## src/rtl/perceptron_pkg.sv

```systemverilog
// Shared definitions for the perceptron host link: frame header, framer FSM
// states and the byte-index width helper.
package perceptron_pkg;

  localparam logic [7:0] HDR = 8'hA5;

  typedef enum logic [2:0] {
    IDLE,
    LOAD,
    SEND,
    WAIT_HI,
    WAIT_LO,
    DONE
  } state_e;

  // A frame is header + tag + data bytes + checksum.
  function automatic int idx_width(input int word_bytes);
    return $clog2(word_bytes + 3);
  endfunction

endpackage

```

## src/rtl/resp_shift.sv

```systemverilog
// Response byte source: holds the captured tag and data word, shifts data out
// MSB first and keeps a running mod-256 checksum over tag and data bytes.
module resp_shift #(
  parameter int          WORD_BYTES = 2,
  parameter logic [7:0]  HDR        = perceptron_pkg::HDR,
  parameter int          IW         = perceptron_pkg::idx_width(WORD_BYTES)
) (
  input  logic                    clk,
  input  logic                    nRst,
  input  logic                    capture,
  input  logic [3:0]              sel,
  input  logic [8*WORD_BYTES-1:0] data,
  input  logic                    advance,
  input  logic [IW-1:0]           idx,
  output logic [7:0]              cur_byte
);

  localparam int DW = 8 * WORD_BYTES;
  localparam logic [IW-1:0] TAG_IDX   = IW'(1);
  localparam logic [IW-1:0] LAST_DATA = IW'(WORD_BYTES + 1);
  localparam logic [IW-1:0] CSUM_IDX  = IW'(WORD_BYTES + 2);

  logic [3:0]    tag_q;
  logic [DW-1:0] shift_q;
  logic [7:0]    csum_q;
  logic          in_sum;
  logic          is_data;

  assign in_sum  = (idx >= TAG_IDX) && (idx <= LAST_DATA);
  assign is_data = (idx >  TAG_IDX) && (idx <= LAST_DATA);

  // NOTE: default assignment first so every path drives cur_byte; no latch.
  always_comb begin
    cur_byte = shift_q[DW-1 -: 8];
    if (idx == '0)            cur_byte = HDR;
    else if (idx == TAG_IDX)  cur_byte = {4'h0, tag_q};
    else if (idx == CSUM_IDX) cur_byte = csum_q;
  end

  // NOTE: non-blocking assignments so every register samples pre-edge values.
  always_ff @(posedge clk) begin
    if (!nRst) begin
      tag_q   <= '0;
      shift_q <= '0;
      csum_q  <= '0;
    end else if (capture) begin
      tag_q   <= sel;
      shift_q <= data;
      csum_q  <= '0;
    end else if (advance) begin
      // The checksum byte is read only after every summed byte was loaded.
      if (in_sum)  csum_q  <= csum_q + cur_byte;
      if (is_data) shift_q <= shift_q << 8;
    end
  end

endmodule

```

## src/rtl/resp_tx.sv

```systemverilog
// Response framer: serialises one tagged result word as
// HDR, tag, data (MSB first), checksum into a byte-wide uart with busy handshake.
module resp_tx #(
  parameter int         WORD_BYTES = 2,
  parameter logic [7:0] HDR        = perceptron_pkg::HDR,
  parameter int         TMO        = 15
) (
  input  logic                    clk,
  input  logic                    nRst,
  input  logic                    req,
  input  logic [3:0]              req_sel,
  input  logic [8*WORD_BYTES-1:0] req_data,
  output logic                    ready,
  input  logic                    uart_busy,
  output logic [7:0]              uart_data,
  output logic                    uart_send,
  output logic                    done,
  output logic                    err
);
  import perceptron_pkg::*;

  localparam int            IW       = idx_width(WORD_BYTES);
  localparam logic [IW-1:0] LAST_IDX = IW'(WORD_BYTES + 2);
  localparam logic [3:0]    TMO_CNT  = 4'(TMO);

  state_e        state_q;
  logic [IW-1:0] idx_q;
  logic [3:0]    tmo_q;
  logic          ready_q;
  logic          send_q;
  logic          done_q;
  logic          err_q;
  logic [7:0]    data_q;
  logic [7:0]    cur_byte;
  logic          accept;

  assign accept    = req && ready_q;
  assign ready     = ready_q;
  assign uart_data = data_q;
  assign uart_send = send_q;
  assign done      = done_q;
  assign err       = err_q;

  resp_shift #(
    .WORD_BYTES (WORD_BYTES),
    .HDR        (HDR),
    .IW         (IW)
  ) u_shift (
    .clk      (clk),
    .nRst     (nRst),
    .capture  (accept),
    .sel      (req_sel),
    .data     (req_data),
    .advance  (state_q == LOAD),
    .idx      (idx_q),
    .cur_byte (cur_byte)
  );

  always_ff @(posedge clk) begin
    if (!nRst) begin
      state_q <= IDLE;
      idx_q   <= '0;
      tmo_q   <= '0;
      ready_q <= 1'b1;
      send_q  <= 1'b0;
      done_q  <= 1'b0;
      err_q   <= 1'b0;
      data_q  <= 8'h00;
    end else begin
      send_q <= 1'b0;
      done_q <= 1'b0;
      err_q  <= 1'b0;
      case (state_q)
        IDLE: begin
          if (accept) begin
            idx_q   <= '0;
            ready_q <= 1'b0;
            state_q <= LOAD;
          end
        end
        LOAD: begin
          data_q  <= cur_byte;
          state_q <= SEND;
        end
        SEND: begin
          // A uart still busy from elsewhere holds us here without a pulse.
          if (!uart_busy) begin
            send_q  <= 1'b1;
            tmo_q   <= '0;
            state_q <= WAIT_HI;
          end
        end
        WAIT_HI: begin
          if (uart_busy) begin
            state_q <= WAIT_LO;
          end else if (tmo_q + 4'd1 == TMO_CNT) begin
            err_q   <= 1'b1;
            ready_q <= 1'b1;
            state_q <= IDLE;
          end else begin
            tmo_q <= tmo_q + 4'd1;
          end
        end
        WAIT_LO: begin
          if (!uart_busy) begin
            if (idx_q == LAST_IDX) begin
              state_q <= DONE;
            end else begin
              idx_q   <= idx_q + 1'b1;
              state_q <= LOAD;
            end
          end
        end
        DONE: begin
          done_q  <= 1'b1;
          ready_q <= 1'b1;
          state_q <= IDLE;
        end
        default: begin
          ready_q <= 1'b1;
          state_q <= IDLE;
        end
      endcase
    end
  end

endmodule

```

## config.mk

```make
export PLATFORM = sky130hd
export DESIGN_NAME = resp_tx
export DESIGN_NICKNAME = d
export VERILOG_FILES = /design/src/rtl/perceptron_pkg.sv /design/src/rtl/resp_shift.sv /design/src/rtl/resp_tx.sv
export SDC_FILE = /design/constraint.sdc
export NUM_CORES = 1
export LEC_CHECK = 0
export ABC_AREA = 1
export BUFFER_PORTS_ARGS = -buffer_cell sky130_fd_sc_hd__buf_2
export CAP_MARGIN = 15
export CORE_ASPECT_RATIO = 0.6
export CORE_MARGIN = 2
export CORE_UTILIZATION = 55
export CTS_CLUSTER_SIZE = 40
export DETAILED_ROUTE_END_ITERATION = 7
export PLACE_DENSITY = 0.87
export SYNTH_ARGS = -nofsm -noshare
export SYNTH_HDL_FRONTEND = slang
export SYNTH_SLANG_ARGS = --single-unit
```

## constraint.sdc

```tcl
create_clock -name clk -period 2.93 [get_ports clk]
set_input_delay 0.1465 -clock clk [delete_from_list [all_inputs] [get_ports clk]]
set_output_delay 0.1465 -clock clk [all_outputs]
set_load 0.05 [all_outputs]
```

==> flow_summary.json <==
{
  "critPathArrivalTime_ns": 2.89,
  "synth-seq-area-share_pct": 36.7,
  "io_pins": 36,
  "area_growth_syn_to_layout_pct": 13.4,
  "cts_max_level": 2,
  "setup_viol": 0,
  "grt_pass1_wl_um": 11100,
  "tightest_slew_ns": 0.586,
  "die_w_um": 95.0,
  "design_area_sq_um": 3100,
  "power_density_nw_per_um2": 1020,
  "yosysWarnings": 0,
  "worst_slack_ns": 0.218,
  "cp_max_fo": 7,
  "num_vias": 2697,
  "wl_um": 6620,
  "track_usage_pct": 25.7,
  "syn_area_sq_um": 2730,
  "grt_max_degree": 30,
  "status": "finished, final reports clean",
  "drive_gt1_share_pct": 13.7,
  "cts.sinks": 50,
  "diodes": 0,
  "synth-seq-cells": 50,
  "hold_path_depth": 2,
  "syn_inst": 406,
  "drtIter0Drc": 182,
  "crit_path_start_kind": "flip-flop",
  "grt_overflow_total": 0,
  "min_path_type": "input port to flip-flop",
  "cts_made_buffers": 5,
  "cap_violations": 0,
  "dieHeight_um": 58.6,
  "path_clk_slew_ns": 0.10,
  "io_buffers": 35,
  "initial_core_util_pct": 58.3,
  "core-area_sq_um": 4680,
  "final_nets": 476,
  "cts_tree": "done",
  "crit_required_ns": 3.11,
  "drt-vias-per-instance": 5.37,
  "synth_cell_types": 34,
  "reg2regPathDepth": 12,
  "finClkSkew_ns": 0.0109,
  "place_hpwl_um": 4960,
  "place_ws_ns": 0.103,
  "end_kind": "flip-flop",
  "rows": 19,
  "fin_crit_sh_pct": 92.6,
  "maxSlewViolCount": 0,
  "wl_per_cell_um": 13.2,
  "ant_nets": 0,
  "grt_pass1_vias": 2322,
  "placed_cell_area_sq_um": 2930,
  "drt_pass1_iterations": 5,
  "synth_nets": 444,
  "antenna_found_initial": 0,
  "relSlewSlack_pct": 60.9,
  "tns_ns": 0,
  "cts_buffer_depth": 2,
  "rsz0062_at_grt": "no",
  "max_freq_mhz": 369,
  "remaining_drc_errors": 0,
  "syn_avg_cell_area_sq_um": 6.72,
  "hold_viol": 0,
  "root_buffer": "clkbuf_8",
  "worstSetupPathType": "flip-flop to flip-flop",
  "p_leak_nw": 1.53,
  "die_area_sq_um": 5560,
  "fin_crit_ns": 2.71,
  "gp_congestion": 0.985,
  "worst_ir_drop_vdd_mv": 0.403,
  "clk_latency_ns": 0.31
}
## synth_stat cells (all sizes together)
cell type / instances / area share, %
nand2: 110 / 15
nor2: 63 / 9.2
dfxtp: 50 / 37
inv: 49 / 6.8
o21ai: 32 / 5.9
a21oi: 22 / 4.0
nand3: 20 / 3.8
ha: 13 / 6.0
nand4: 8 / 1.8
clkbuf: 7 / 0.96
o211ai: 6 / 1.6
nor3: 4 / 1.1
o21bai: 4 / 1.1
buf: 3 / 0.87
xnor2: 3 / 0.96
nor4: 2 / 0.46
or2: 2 / 0.46
xor2: 2 / 0.64
a21boi: 1 / 0.41
a21o: 1 / 0.28
fa: 1 / 0.73
o21a: 1 / 0.28
o22ai: 1 / 0.23
o31ai: 1 / 0.28
## state kept, by name, indices dropped and copies added, names as in the netlist
register,cells
u_shift.csum_q,8
done,1
err,1
u_shift.shift_q,16
uart_send,1
state_q,3
idx_q,3
tmo_q,4
uart_data,8
u_shift.tag_q,4
ready,1
## worst paths after layout
check | from | to | slack, ns
max | idx_q[0]$_SDFFE_PN0P_ | u_shift.csum_q[4]$_SDFFE_PP0P_ | 0.22
min | uart_busy | err$_SDFF_PP0_ | 0.08
max reg2reg | idx_q[0]$_SDFFE_PN0P_ | u_shift.csum_q[4]$_SDFFE_PP0P_ | 0.22
min reg2reg | u_shift.shift_q[6]$_SDFFE_PN0P_ | u_shift.shift_q[6]$_SDFFE_PN0P_ | 0.47
## final cells by class
cell class / count / area [sq um]
Sequential cell: 50 / 1000
Tap cell: 63 / 78.8
Timing Repair Buffer: 35 / 175
Clock inverter: 2 / 60.1
Inverter: 49 / 186
Multi-Input combinational cell: 297 / 1510
Clock buffer: 6 / 82.6
Fill cell: 416 / 1590
## power by group
part           internal, W  total [W]  switching, W  leakage (nW)
Sequential        0.000842   0.000969      0.000126         0.410
Combinational     0.000489    0.00159       0.00110          1.05
Clock             0.000364   0.000597      0.000233        0.0714
Total              0.00169    0.00316       0.00146          1.53
## metal layers
layer	vias up	GRT usage [%]	wire length (um)
met5	-	0	0
met4	0	5.59	61
met3	9	7.55	644
met2	121	34.2	2510
met1	1206	40.2	3410
li1	1361	-	-
## worst max-delay path: stages, from the launching register on
cell and delay (ns):
dfxtp_1 0.36, inv_1 0.15, ha_4 0.20, nand2_1 0.16
nand2_1 0.15, inv_1 0.08, o22ai_1 0.23, ha_1 0.21
inv_1 0.06, fa_1 0.41, o31ai_2 0.32, xnor2_1 0.16
a21oi_1 0.09
## stage by stage
step / util, % / hold WS (ns) / power, W / instances
after floorplan: - / 0.225 / 0.00216 / 406
after global placement: 62.7 / 0.395 / 0.00248 / 494
after detailed placement: 62.7 / 0.399 / 0.00249 / 494
after CTS: 65.7 / 0.0639 / 0.00310 / 502
after global routing: 66.1 / 0.0619 / 0.00342 / 502
final: 66.1 / 0.0771 / 0.00316 / 502
## placed cells by master (no fill, tap or decap), types with 3 or more instances in the layout
cell type    n
a21oi_1     22
nand2_1    107
xnor2_1      3
nand3_1     19
dfxtp_1     50
o21bai_1     4
nand2_2      3
ha_1        12
clkbuf_8     6
nand4_1      8
inv_1       46
o21ai_1      3
o211ai_1     6
nor2_2       3
nor2_1      59
buf_2       35
nor3_1       3
o21ai_0     29
## kinds of logic after synthesis
logic type	synth area share (%)
compound gates	14.1
xor+xnor	1.60
fa+ha+maj	6.69
buf+inv	8.66
flops	36.7
simple gates	32.3
## what timing repair did
action | 4_1_cts | 5_1_grt
hold buffers | 0 | 0
buffers inserted | 0 | 0
setup endpoints to repair | 0 | 4
gates resized for setup | 0 | 6
Power figures use the tool's default switching activity.
